`config.mk`:
```
export PLATFORM = sky130hd
export DESIGN_NAME = reset_sequencer
export DESIGN_NICKNAME = d
export VERILOG_FILES = /design/src/rtl/reset_sequencer.sv
export SDC_FILE = /design/constraint.sdc
export NUM_CORES = 1
export LEC_CHECK = 0
export CORE_AREA = 2 2 111 59
export CTS_BUF_LIST = sky130_fd_sc_hd__clkbuf_8 sky130_fd_sc_hd__clkbuf_16
export DETAILED_ROUTE_END_ITERATION = 10
export DIE_AREA = 0 0 113 61
export GPL_ROUTABILITY_DRIVEN = 0
export HOLD_SLACK_MARGIN = 0.15
export PLACE_DENSITY = 0.77
export SLEW_MARGIN = 20
export SYNTH_ARGS = -nofsm -noshare
export SYNTH_HDL_FRONTEND = slang
export SYNTH_SLANG_ARGS = --single-unit
```
`constraint.sdc`:
```
create_clock -name CPU_CLK -period 2.4 [get_ports CPU_CLK]
set_input_delay 0.72 -clock CPU_CLK [delete_from_list [all_inputs] [get_ports CPU_CLK]]
set_output_delay 0.72 -clock CPU_CLK [all_outputs]
set_load 0.02 [all_outputs]
```
`src/rtl/reset_sequencer.sv`:
```
// Chip-level reset sequencer: staggered release of NDOM active-low reset domains
// after clock lock, with software reset, watchdog and a sticky reset-cause record.
module reset_sequencer #(
  parameter int NDOM       = 4,
  parameter int CNT_W      = 20,
  parameter int BASE_DLY   = 16'hFFFF,
  parameter int STAGE_GAP  = 1024,
  parameter int ASSERT_CYC = 64,
  parameter int WDT_W      = 24,
  parameter int WDT_LIMIT  = 24'hFF_FFFF
) (
  input  logic            CPU_CLK,
  input  logic            RST,
  input  logic            lock_ok,
  input  logic            sw_rst_req,
  input  logic            wdt_en,
  input  logic            wdt_kick,
  output logic [NDOM-1:0] rst_out_n,
  output logic            all_released,
  output logic [1:0]      rst_cause,
  output logic [1:0]      seq_state
);

  typedef enum logic [1:0] {
    ST_HOLD   = 2'b00,
    ST_COUNT  = 2'b01,
    ST_RUN    = 2'b10,
    ST_ASSERT = 2'b11
  } state_e;

  localparam longint unsigned LAST_THR_L = 64'(BASE_DLY) + 64'(NDOM - 1) * 64'(STAGE_GAP);
  localparam logic [CNT_W-1:0] LAST_THR  = CNT_W'(LAST_THR_L);
  localparam logic [WDT_W-1:0] WDT_MAX   = WDT_W'(WDT_LIMIT);
  localparam int               HC_W      = (ASSERT_CYC > 1) ? $clog2(ASSERT_CYC) : 1;
  localparam logic [HC_W-1:0]  HOLD_LAST = HC_W'(ASSERT_CYC - 1);

  if (LAST_THR_L >= (64'd1 << CNT_W)) begin : g_thr_chk
    $error("reset_sequencer: last release threshold does not fit in CNT_W bits");
  end
  if (ASSERT_CYC < 1) begin : g_asrt_chk
    $error("reset_sequencer: ASSERT_CYC must be at least 1");
  end

  state_e           state_r;
  logic [CNT_W-1:0] cnt_r;
  logic [WDT_W-1:0] wdt_cnt_r;
  logic [HC_W-1:0]  hold_r;
  logic             sw_evt_s;
  logic             lock_evt_s;
  logic             wdt_exp_s;
  logic [1:0]       cause_s;

  function automatic logic [CNT_W-1:0] release_thr(input int k);
    return CNT_W'(BASE_DLY + k * STAGE_GAP);
  endfunction

  // Runtime reset triggers, resolved by priority: software > lock loss > watchdog.
  always_comb begin
    sw_evt_s   = 1'b0;
    lock_evt_s = 1'b0;
    wdt_exp_s  = 1'b0;
    cause_s    = rst_cause;
    if (state_r != ST_ASSERT) begin
      sw_evt_s = sw_rst_req;
    end else begin
      sw_evt_s = 1'b0;
    end
    if ((state_r == ST_COUNT) || (state_r == ST_RUN)) begin
      lock_evt_s = ~lock_ok;
    end else begin
      lock_evt_s = 1'b0;
    end
    if ((state_r == ST_RUN) && wdt_en && !wdt_kick && (wdt_cnt_r == WDT_MAX)) begin
      wdt_exp_s = 1'b1;
    end else begin
      wdt_exp_s = 1'b0;
    end
    if (sw_evt_s) begin
      cause_s = 2'b01;
    end else if (lock_evt_s) begin
      cause_s = 2'b00;
    end else if (wdt_exp_s) begin
      cause_s = 2'b10;
    end else begin
      cause_s = rst_cause;
    end
  end

  // Sequencer FSM with registered domain resets, status and cause.
  always_ff @(posedge CPU_CLK or negedge RST) begin
    if (!RST) begin
      state_r      <= ST_HOLD;
      cnt_r        <= '0;
      wdt_cnt_r    <= '0;
      hold_r       <= '0;
      rst_out_n    <= '0;
      all_released <= 1'b0;
      rst_cause    <= 2'b00;
    end else if (sw_evt_s || lock_evt_s || wdt_exp_s) begin
      state_r      <= ST_ASSERT;
      cnt_r        <= '0;
      wdt_cnt_r    <= '0;
      hold_r       <= '0;
      rst_out_n    <= '0;
      all_released <= 1'b0;
      rst_cause    <= cause_s;
    end else begin
      case (state_r)
        ST_HOLD: begin
          rst_out_n    <= '0;
          all_released <= 1'b0;
          if (lock_ok) begin
            state_r <= ST_COUNT;
            cnt_r   <= '0;
          end
        end
        ST_COUNT: begin
          for (int k = 0; k < NDOM; k++) begin
            if (cnt_r == release_thr(k)) begin
              rst_out_n[k] <= 1'b1;
            end
          end
          // Counter parks on the last threshold so it can never wrap.
          if (cnt_r == LAST_THR) begin
            state_r      <= ST_RUN;
            all_released <= 1'b1;
          end else begin
            cnt_r <= cnt_r + {{(CNT_W-1){1'b0}}, 1'b1};
          end
        end
        ST_RUN: begin
          if (!wdt_en || wdt_kick) begin
            wdt_cnt_r <= '0;
          end else begin
            wdt_cnt_r <= wdt_cnt_r + {{(WDT_W-1){1'b0}}, 1'b1};
          end
        end
        ST_ASSERT: begin
          rst_out_n    <= '0;
          all_released <= 1'b0;
          if (hold_r == HOLD_LAST) begin
            state_r <= ST_HOLD;
            hold_r  <= '0;
          end else begin
            hold_r <= hold_r + {{(HC_W-1){1'b0}}, 1'b1};
          end
        end
        default: begin
          state_r <= ST_HOLD;
        end
      endcase
    end
  end

  assign seq_state = state_r;

endmodule

```
==> results.md <==
* Run status: complete, but fails checks
* Failing checks: DRC
* Netlist Area Pre-Place at 3440 sq um
* Cells taking the most area after synthesis: dfrtp_1 (42%), nand2_1 (4.3%), nand3_1 (4.1%)
* Hold Buf Count CTS at 0
* Drt initial violations at 410
* GRT Residual Overflow at 0
* Largest net degree at the start of global routing at 59
* Post-synth ARST share at 100%
* Synthesized Nets at 399
* Clock Skew at 5.46 ps
* Num CTS Buffers at 9
* Top cells by count, synth: dfrtp_1 (58), nand2_1 (39), nand3_1 (28), nor2_1 (28), a21oi_1 (26)
* Post-synthesis sequential area ratio at 42.2%
* Core Util, Final at slightly above 70%
* Final net count at between 400 and 500
* Total power draw at 3.86 mW
* Total wire length at ~9000 microns
* HP Class: primary input to async pin
* Final Cycle Share at 96.2%
* Final Instance Area at around 4200 sq um
* TritonCTS clock tree: built
* RSZ-0062 raised after global routing: false
* Clock power frac at 31.1%
* Setup-violating endpoint count in the final report at 0
* Clock slew at reported path FFs at 50 ps
* Fraction of layout cells with a size suffix above 1 at about 15%
* DRC errors left at 2
* CP max-delay cell: o21ai_0
* DPL Wire Length at 6470 microns
* Placed Instance Area at a little under 4000 sq um
* Clock buffer depth at 2
* Worst Path Max Fanout at 13
* Antenna Cells at 0
* DIE AREA at 6890 sq um
* Final Non-Filler Cells at just over 500
* Fin crit period at 2310 ps
* Initial antenna violation count at 0
* Slew margin rel. at 53.9%
* Worst-Margin Slew at 685 ps
* DR vias/cell at approximately 6.4
* Post-synth EDFFs at 0
* Slowest cell delay on critical path at roughly 560 ps
* Crit path kind: register to register
* Logic pwr share at just under 40%
* Total track usage at ~28%
* Pins Over Slew Limit at 0
* Synth unique cells at 57
* TNS Setup at 0 ps
* Most common cell in the synthesized netlist: dfrtp_1
* Final worst-path setup slack at 91.3 ps
* Setup Fix Bufs, Post-CTS at 0
* Hold WS at 388 ps
* Pint at approximately 2.4 mW
* FP Rows at 20
* Area leader, netlist: dfrtp_1
* Max cap viols at 0
* Crit-path cells: inv_1 > ha_1 > inv_1 > buf_4 > o21ai_0 > o31ai_4 > o21ai_0 > o32ai_1
* Synthesized flop and latch total at 58
* Mapped Cells at between 300 and 400
* Reg power frac at 29.3%
* Vias at 3266
* I/O pin count at 15
* Vias in the first global route at 2858
* Sw Pwr at 1.41 mW
* Sink Count at 58
* Arrival time worst endpoint at 2510 ps
* Drt wl/cell at 18.0 microns
* Area grow syn2layout at 20.7%
* Peak VDD IR at 0.566 mV
* Port Buffers at 14
* Ys Warns at 0
* Pwr/cell area at approximately 930 nW/um^2
* Syn_area_per_cell at 8.92 sq um
* Top_reg_cell synth: dfrtp_1
* DP Worst Slack at -13.5 ps
* Htree depth at 3
* First-pass GRT wire length at 14800 microns
* Max Freq at 433 MHz
* Net Sw Frac at 36.5%
* Die W at 113 microns
* Area fraction of the dominant cell type after synthesis at 42.2%
* Pre-antenna DRT Iters at 8
* Startpoint Class: register
* Die height at 61 microns
* Worst-skew pair later-pin latency at 330 ps
* CP Data Required Time at between 2000 and 3000 ps
* Leakage at 1.78 nW
* Initial core utilization at approximately 58%
* Crit end category: register
* Final Hold Viols at 0
* Post-route ant nets at 0
* Core Footprint at 5910 sq um
* Placed Cells at 491
* Root buffer cell: clkbuf_16
layout make-up:
| cell class | instances | area, sq um |
|---|---|---|
| multi-input cells | 296 | 1850 |
| fillers | 451 | 1750 |
| flip-flops and latches | 58 | 1450 |
| repair buffers | 48 | 428 |
| clock buffers | 12 | 267 |
| well taps | 77 | 96.3 |
| inverters | 12 | 45.0 |
| clock inverters | 4 | 17.5 |
what timing repair did:
action,4_1_cts,5_1_grt
setup endpoints to repair,0,13
gates resized for setup,0,1
hold endpoints to repair,0,0
sequential cells by signal (all words and copies together) (netlist names):
| register | flops |
|---|---|
| cnt_r | 20 |
| rst_cause | 2 |
| hold_r | 6 |
| wdt_cnt_r | 24 |
| rst_out_n | 4 |
| seq_state | 2 |
kinds of logic after synthesis:
logic type               count (synthesis)  synth area share (%)
AND/OR/NAND/NOR                        164                  25.9
AO/OA/AOI/OAI                          109                  20.4
flip-flops                              58                  42.2
buffers and inverters                   32                  4.43
multiplexers                            11                  3.31
adder cells (fa/ha/maj)                  7                  2.54
XOR/XNOR                                 5                  1.27
critical path, delay by kind of cell (launching register included):
kind,cells,cell delay [ps]
buffers and inverters,3,350
AO/OA/AOI/OAI,4,1270
flip-flops,1,370
adder cells (fa/ha/maj),1,180
per-layer routing:
metal	GRT usage, %	up-vias	wire [microns]	share of wire (%)
met1	43.1	1568	4480	49
met4	9.76	0	62	0.68
met2	37.8	162	3720	41
met3	9.09	8	849	9.3
met5	0	-	0	0
li1	-	1528	-	-
power by group through the flow:
stage	Sequential (mW)	Combinational (mW)	Clock (mW)
2_1_floorplan	1.19	0.839	0
3_3_place_gp	1.14	1.44	0
3_5_place_dp	1.14	1.47	0
4_1_cts	1.13	1.49	1.21
5_1_grt	1.14	1.66	1.27
6_report	1.13	1.53	1.20
cells in the final DEF (no fill, tap or decap), types with 2 or more instances in the layout:
cell type	n
dfrtp_1	58
nand2_1	39
buf_4	31
nand3_1	28
nor2_1	28
a21oi_1	25
o21ai_0	24
a31oi_1	16
inv_1	14
nand4_1	14
clkdlybuf4s50_1	13
clkbuf_16	9
a21o_1	8
mux2i_1	8
ha_1	7
nor4_1	6
o211ai_1	6
nor3_1	6
nand2b_1	5
and4_1	5
and3_1	5
xor2_1	5
nand3b_1	4
or3_1	4
o31ai_1	4
o32ai_1	4
and2_1	3
or4_1	3
or2_2	3
a22o_1	3
mux2_2	3
o21ai_1	3
clkbuf_8	3
buf_12	3
o22ai_1	2
a22oi_1	2
clkinv_2	2
path summary, 6_finish.rpt:
kind	slack, ps	from	to	cells past startpoint
worst min-delay path	390	RST	cnt_r[1]	2
min in group CPU_CLK	490	wdt_cnt_r[17]	wdt_cnt_r[17]	1
max in group asynchronous	1750	RST	wdt_cnt_r[19]	2
worst max register to register	90	seq_state[1]	cnt_r[2]	8
worst min register to register	490	wdt_cnt_r[17]	wdt_cnt_r[17]	1
worst max-delay path	90	seq_state[1]	cnt_r[2]	8
Note: power is estimated with default switching activity, not from simulation.
